--- src/rtl/uart_pkg.sv ---
// Shared UART definitions: state encoding, bit-period divider width and helper.
package uart_pkg;

    localparam int CLK_DIV_W = 12;

    typedef enum logic [2:0] {
        IDLE  = 3'b000,
        START = 3'b001,
        DATA  = 3'b010,
        STOP  = 3'b011,
        DONE  = 3'b100
    } uart_state_e;

    function automatic int clock_divide(input int clk_freq, input int baud_rate);
        return clk_freq / baud_rate;
    endfunction

endpackage

--- src/rtl/uart_sync.sv ---
// Two-flop synchronizer for an asynchronous single-bit input.
module uart_sync #(
    parameter logic RESET_VAL = 1'b1
) (
    input  logic clk,
    input  logic rst,
    input  logic d,
    output logic q
);

    logic meta;

    always_ff @(posedge clk) begin
        if (rst) begin
            meta <= RESET_VAL;
            q    <= RESET_VAL;
        end else begin
            meta <= d;
            q    <= meta;
        end
    end

endmodule

--- src/rtl/uart_rx.sv ---
// 8N1 UART receiver: mid-bit sampling, one-cycle done/framing-error pulses.
// Valid/ready: none; done_rx and frame_err are single-cycle strobes with no back-pressure.
module uart_rx
    import uart_pkg::*;
#(
    parameter int clk_freq  = 50000000,
    parameter int baud_rate = 19200
) (
    input  logic        clk,
    input  logic        rst,
    input  logic        rx,
    output logic [7:0]  rx_data_out,
    output logic        rx_active,
    output logic        done_rx,
    output logic        frame_err,
    output uart_state_e rx_state
);

    localparam int CLK_DIV = clock_divide(clk_freq, baud_rate);
    localparam logic [CLK_DIV_W-1:0] DIV_LAST  = CLK_DIV_W'(CLK_DIV - 1);
    localparam logic [CLK_DIV_W-1:0] HALF_LAST = CLK_DIV_W'(CLK_DIV / 2 - 1);

    logic rx_s;

    uart_sync #(.RESET_VAL(1'b1)) u_sync (
        .clk (clk),
        .rst (rst),
        .d   (rx),
        .q   (rx_s)
    );

    uart_state_e          state_reg,     state_next;
    logic [CLK_DIV_W-1:0] clk_div_reg,   clk_div_next;
    logic [2:0]           index_bit_reg, index_bit_next;
    logic [7:0]           rx_data_reg,   rx_data_next;
    logic [7:0]           out_reg,       out_next;
    logic                 err_reg,       err_next;
    logic                 armed_reg,     armed_next;

    always_comb begin
        state_next     = state_reg;
        clk_div_next   = clk_div_reg;
        index_bit_next = index_bit_reg;
        rx_data_next   = rx_data_reg;
        out_next       = out_reg;
        err_next       = err_reg;
        armed_next     = armed_reg;

        case (state_reg)
            IDLE: begin
                clk_div_next   = '0;
                index_bit_next = '0;
                err_next       = 1'b0;
                // armed only re-arms on a high line, so a stuck-low break cannot restart a frame
                if (rx_s) begin
                    armed_next = 1'b1;
                end else if (armed_reg) begin
                    armed_next = 1'b0;
                    state_next = START;
                end
            end
            START: begin
                if (clk_div_reg == HALF_LAST) begin
                    clk_div_next = '0;
                    state_next   = rx_s ? IDLE : DATA;
                end else begin
                    clk_div_next = clk_div_reg + CLK_DIV_W'(1);
                end
            end
            DATA: begin
                if (clk_div_reg == DIV_LAST) begin
                    clk_div_next                = '0;
                    rx_data_next[index_bit_reg] = rx_s;
                    if (index_bit_reg == 3'd7) begin
                        index_bit_next = '0;
                        state_next     = STOP;
                    end else begin
                        index_bit_next = index_bit_reg + 3'd1;
                    end
                end else begin
                    clk_div_next = clk_div_reg + CLK_DIV_W'(1);
                end
            end
            STOP: begin
                if (clk_div_reg == DIV_LAST) begin
                    clk_div_next = '0;
                    state_next   = DONE;
                    if (rx_s) out_next = rx_data_reg;
                    else      err_next = 1'b1;
                end else begin
                    clk_div_next = clk_div_reg + CLK_DIV_W'(1);
                end
            end
            DONE:    state_next = IDLE;
            default: state_next = IDLE;
        endcase
    end

    always_ff @(posedge clk) begin
        if (rst) begin
            state_reg     <= IDLE;
            clk_div_reg   <= '0;
            index_bit_reg <= '0;
            rx_data_reg   <= '0;
            out_reg       <= '0;
            err_reg       <= 1'b0;
            armed_reg     <= 1'b0;
        end else begin
            state_reg     <= state_next;
            clk_div_reg   <= clk_div_next;
            index_bit_reg <= index_bit_next;
            rx_data_reg   <= rx_data_next;
            out_reg       <= out_next;
            err_reg       <= err_next;
            armed_reg     <= armed_next;
        end
    end

    assign rx_data_out = out_reg;
    assign rx_active   = (state_reg == START) || (state_reg == DATA) || (state_reg == STOP);
    assign done_rx     = (state_reg == DONE) && !err_reg;
    assign frame_err   = (state_reg == DONE) &&  err_reg;
    assign rx_state    = state_reg;

endmodule

--- config.mk ---
export PLATFORM = sky130hd
export DESIGN_NAME = uart_rx
export DESIGN_NICKNAME = d
export VERILOG_FILES = /design/src/rtl/uart_pkg.sv /design/src/rtl/uart_sync.sv /design/src/rtl/uart_rx.sv
export SDC_FILE = /design/constraint.sdc
export NUM_CORES = 1
export LEC_CHECK = 0
export ABC_AREA = 1
export CAP_MARGIN = 20
export CORE_ASPECT_RATIO = 0.75
export CORE_MARGIN = 1.5
export CORE_UTILIZATION = 35
export DETAILED_ROUTE_END_ITERATION = 8
export PLACE_DENSITY = 0.63
export REMOVE_ABC_BUFFERS = 1
export SLEW_MARGIN = 5
export SYNTH_ARGS = -nofsm -noshare
export SYNTH_HDL_FRONTEND = slang
export SYNTH_SLANG_ARGS = --single-unit
--- constraint.sdc ---
create_clock -name clk -period 1.91 [get_ports clk]
set_input_delay 0.2865 -clock clk [delete_from_list [all_inputs] [get_ports clk]]
set_output_delay 0.2865 -clock clk [all_outputs]
set_load 0.03 [all_outputs]
==> summary.md <==
| Metric | Value |
|---|---|
| Gpl congestion | `0.882` |
| DP Area | `between 2000 and 2500 um2` |
| Outcome | `completed` |
| Total Power | `between 1.5 and 2 mW` |
| CTS buffer count | `5` |
| Yosys top cell area share | `between 30% and 40%` |
| R2R Path Start | `clk_div_reg[1]$_SDFFE_PP0P_` |
| Setup tns final | `0 ns` |
| Crit path DAT | `roughly 1.5 ns` |
| First-pass GRT wire length | `7650 um` |
| Detail Route Antenna Nets | `0` |
| GRT Total Usage | `15.0%` |
| CTS H-tree depth | `2` |
| Worst Path Max Fanout | `7` |
| Min Hold Slack | `approximately 0.4 ns` |
| Die Width | `a little over 90 um` |
| Post-DR wirelength/cell | `between 10 and 15 um` |
| Pins Over Slew Limit | `0` |
| Layout area overhead | `14.6%` |
| Crit-path cells | `buf_4, clkdlybuf4s50_1` |
| Number of iterations in the first detailed-routing pass | `4` |
| Worst setup margin | `a little over 0.08 ns` |
| Worst Setup End Kind | `output pin` |
| Grt ovf | `0` |
| Core Region | `5500 um2` |
| Area of the multi-input gates | `1060 um2` |
| Met3 Track Usage GR | `under 10%` |
| Met2 Use GR | `21.7%` |
| Die area | `6360 um2` |
| # nets final | `319` |
| Largest stage delay, worst path | `0.66 ns` |
| IO Pins | `17` |
| Max frequency | `0.547 GHz` |
| Syn_area_per_cell | `slightly above 7 um2` |
| Placement Setup Slack | `0.195 ns` |
| Ys async rst share | `0%` |
| Fin crit share | `95.7%` |
| CTS Sinks | `38` |
| Number of flip-flops in the largest register | `12` |
| Vias | `~1,800` |
| Post-CTS Setup Repair Bufs | `0` |
| CTS tree | `done` |
| Worst path top cell family by delay | `buffers and inverters` |
| Diodes inserted | `0` |
| DRC viols | `0` |
| PortBufs | `16` |
| Number of synthesized flops with an enable pin | `0` |
| Chip Height | `slightly below 70 um` |
| Peak VDD IR | `between 400 and 500 uV` |
| Max-cap viol count | `0` |
| Finished Core Util | `42.9%` |
| Dpl hpwl | `3190 um` |
| Total wire length | `4360 um` |
| Layout cells sized above 1 | `10.3%` |
| Power Density | `839 nW/um2` |
| Busiest grt layer | `met1` |
| Number of global-route vias before repair | `1,681` |
| Largest net degree at the start of global routing | `19` |
| Slowest stage cell on the critical path | `clkdlybuf4s50_1` |
| Final Instance Count excl. Fillers | `387` |
| Starting Density | `37.5%` |
| RSZ-0062 raised after global routing | `no` |
| Slew Limit Headroom | `74.2%` |
| WP buf/inv | `2` |
| HP Class | `reg2reg` |
| Clk_lat worst skew | `0.29 ns` |
| Most frequent cell after synthesis | `nand2_1` |
| Mapped Area | `a little over 2000 um2` |
| Synth cell types | `31` |
| Clock slew at reported path FFs | `0.08 ns` |
| Least-Margin Pin Slew | `0.387 ns` |
| Placed Instances | `380` |
| Final instance area | `2360 um2` |
| # fillers | `591` |
| Endpoints failing setup | `0` |
| Post-Synthesis Cells | `292` |
| Final Critical Period | `between 1.5 and 2 ns` |
| CP Launch Point | `rx_state[2]$_SDFFE_PP0P_` |
| Startpoint types | `register` |
| Clock root buffer | `clkbuf_8` |
| Synth warn | `0` |
| Register area | `762 um2` |
| Worst Skew | `0.00930 ns` |
| Synth top cells by count | `70 x nand2_1, 41 x inv_1, 38 x dfxtp_1` |
| Ys flop type | `dfxtp_1` |
| Hold path start | `u_sync.meta$_SDFF_PP1_` |
| Max Buffers Root-to-Sink | `2` |
| Dominant cells by area after synthesis | `dfxtp_1 37%, nand2_1 13%, inv_1 7.5%` |
| Final hold vios | `0` |
| Post-DR vias/cell | `roughly 4.7` |
| M1 GR Usage | `21.9%` |
| Post-synth top area cell | `dfxtp_1` |
| Row count | `23` |
| Register area share after synthesis | `between 30% and 40%` |
| Antenna violations before repair | `0` |
| Synthesized flop and latch total | `38` |
| First DRT Iteration DRCs | `86` |
| CP required | `approximately 1.6 ns` |
| P_leak | `1.03 nW` |
| Kind of critical path | `reg2out` |
-- final cells by class --
class	count	area share [%]
flip-flops and latches	38	32.3
repair buffers	21	8.22
well taps	75	3.98
clock buffers	7	3.23
multi-input cells	201	44.9
inverters	45	7.37
-- cell usage in the layout (no fill, tap or decap), drive strengths merged --
| cell type | n |
|---|---|
| nand3 | 16 |
| o21a | 1 |
| buf | 5 |
| o211ai | 1 |
| or2 | 2 |
| nor3 | 3 |
| ha | 4 |
| clkinv | 1 |
| o211a | 8 |
| a21oi | 21 |
| nor2 | 41 |
| nand2 | 75 |
| dfxtp | 38 |
| xor2 | 2 |
| dlygate4sd2 | 3 |
| nand4 | 19 |
| clkbuf | 7 |
| a211oi | 1 |
| inv | 44 |
| clkdlybuf4s50 | 13 |
| nand3b | 1 |
| o21ai | 6 |
-- power breakdown --
part           leakage (nW)  switching [mW]  total (mW)  internal [mW]
Sequential            0.308          0.0563       0.897          0.840
Combinational         0.688           0.381       0.566          0.185
Clock                0.0383           0.266       0.517          0.251
-- cell families (layout without fill, tap and decap cells) --
family / count (synthesis) / count (layout) / share of synthesized area (%)
and+or+nand+nor: 157 / 157 / 36.6
xor gates and xnor gates: 2 / 2 / 0.851
AOI/OAI and AO/OA: 38 / 38 / 11.5
DFF: 38 / 38 / 36.9
adders and majority gates: 4 / 4 / 2.43
buffers and inverters: 53 / 73 / 11.6
-- metal layers --
metal  routed length (um)  part of all wire [%]
met5                    0                     0
met4                   40                  0.92
met3                  174                   4.0
met2                 1730                    40
met1                 2410                    55
-- worst paths after layout --
check	to	slack, ns	depth (start not counted)
setup / recovery	rx_state[2]	0.08	2
hold / removal	u_sync.q$_SDFF_PP1_	0.41	1
setup reg to reg	clk_div_reg[8]$_SDFFE_PP0P_	0.31	8
hold reg to reg	u_sync.q$_SDFF_PP1_	0.41	1
-- worst reg2reg max path: stages (launching register included) --
cell	delay [ns]
dfxtp_1	0.40
ha_1	0.26
nand2_2	0.09
nor2_4	0.12
nand3_4	0.13
nand2_2	0.13
nand3_2	0.17
nand2_1	0.15
nor2_1	0.05
-- timing repair --
item | 4_1_cts | 5_1_grt
gates resized for setup | 4 | 0
endpoints found under the setup margin | 4 | 0
hold buffers | 0 | 0
No activity file was read; power rests on OpenSTA's default activity.
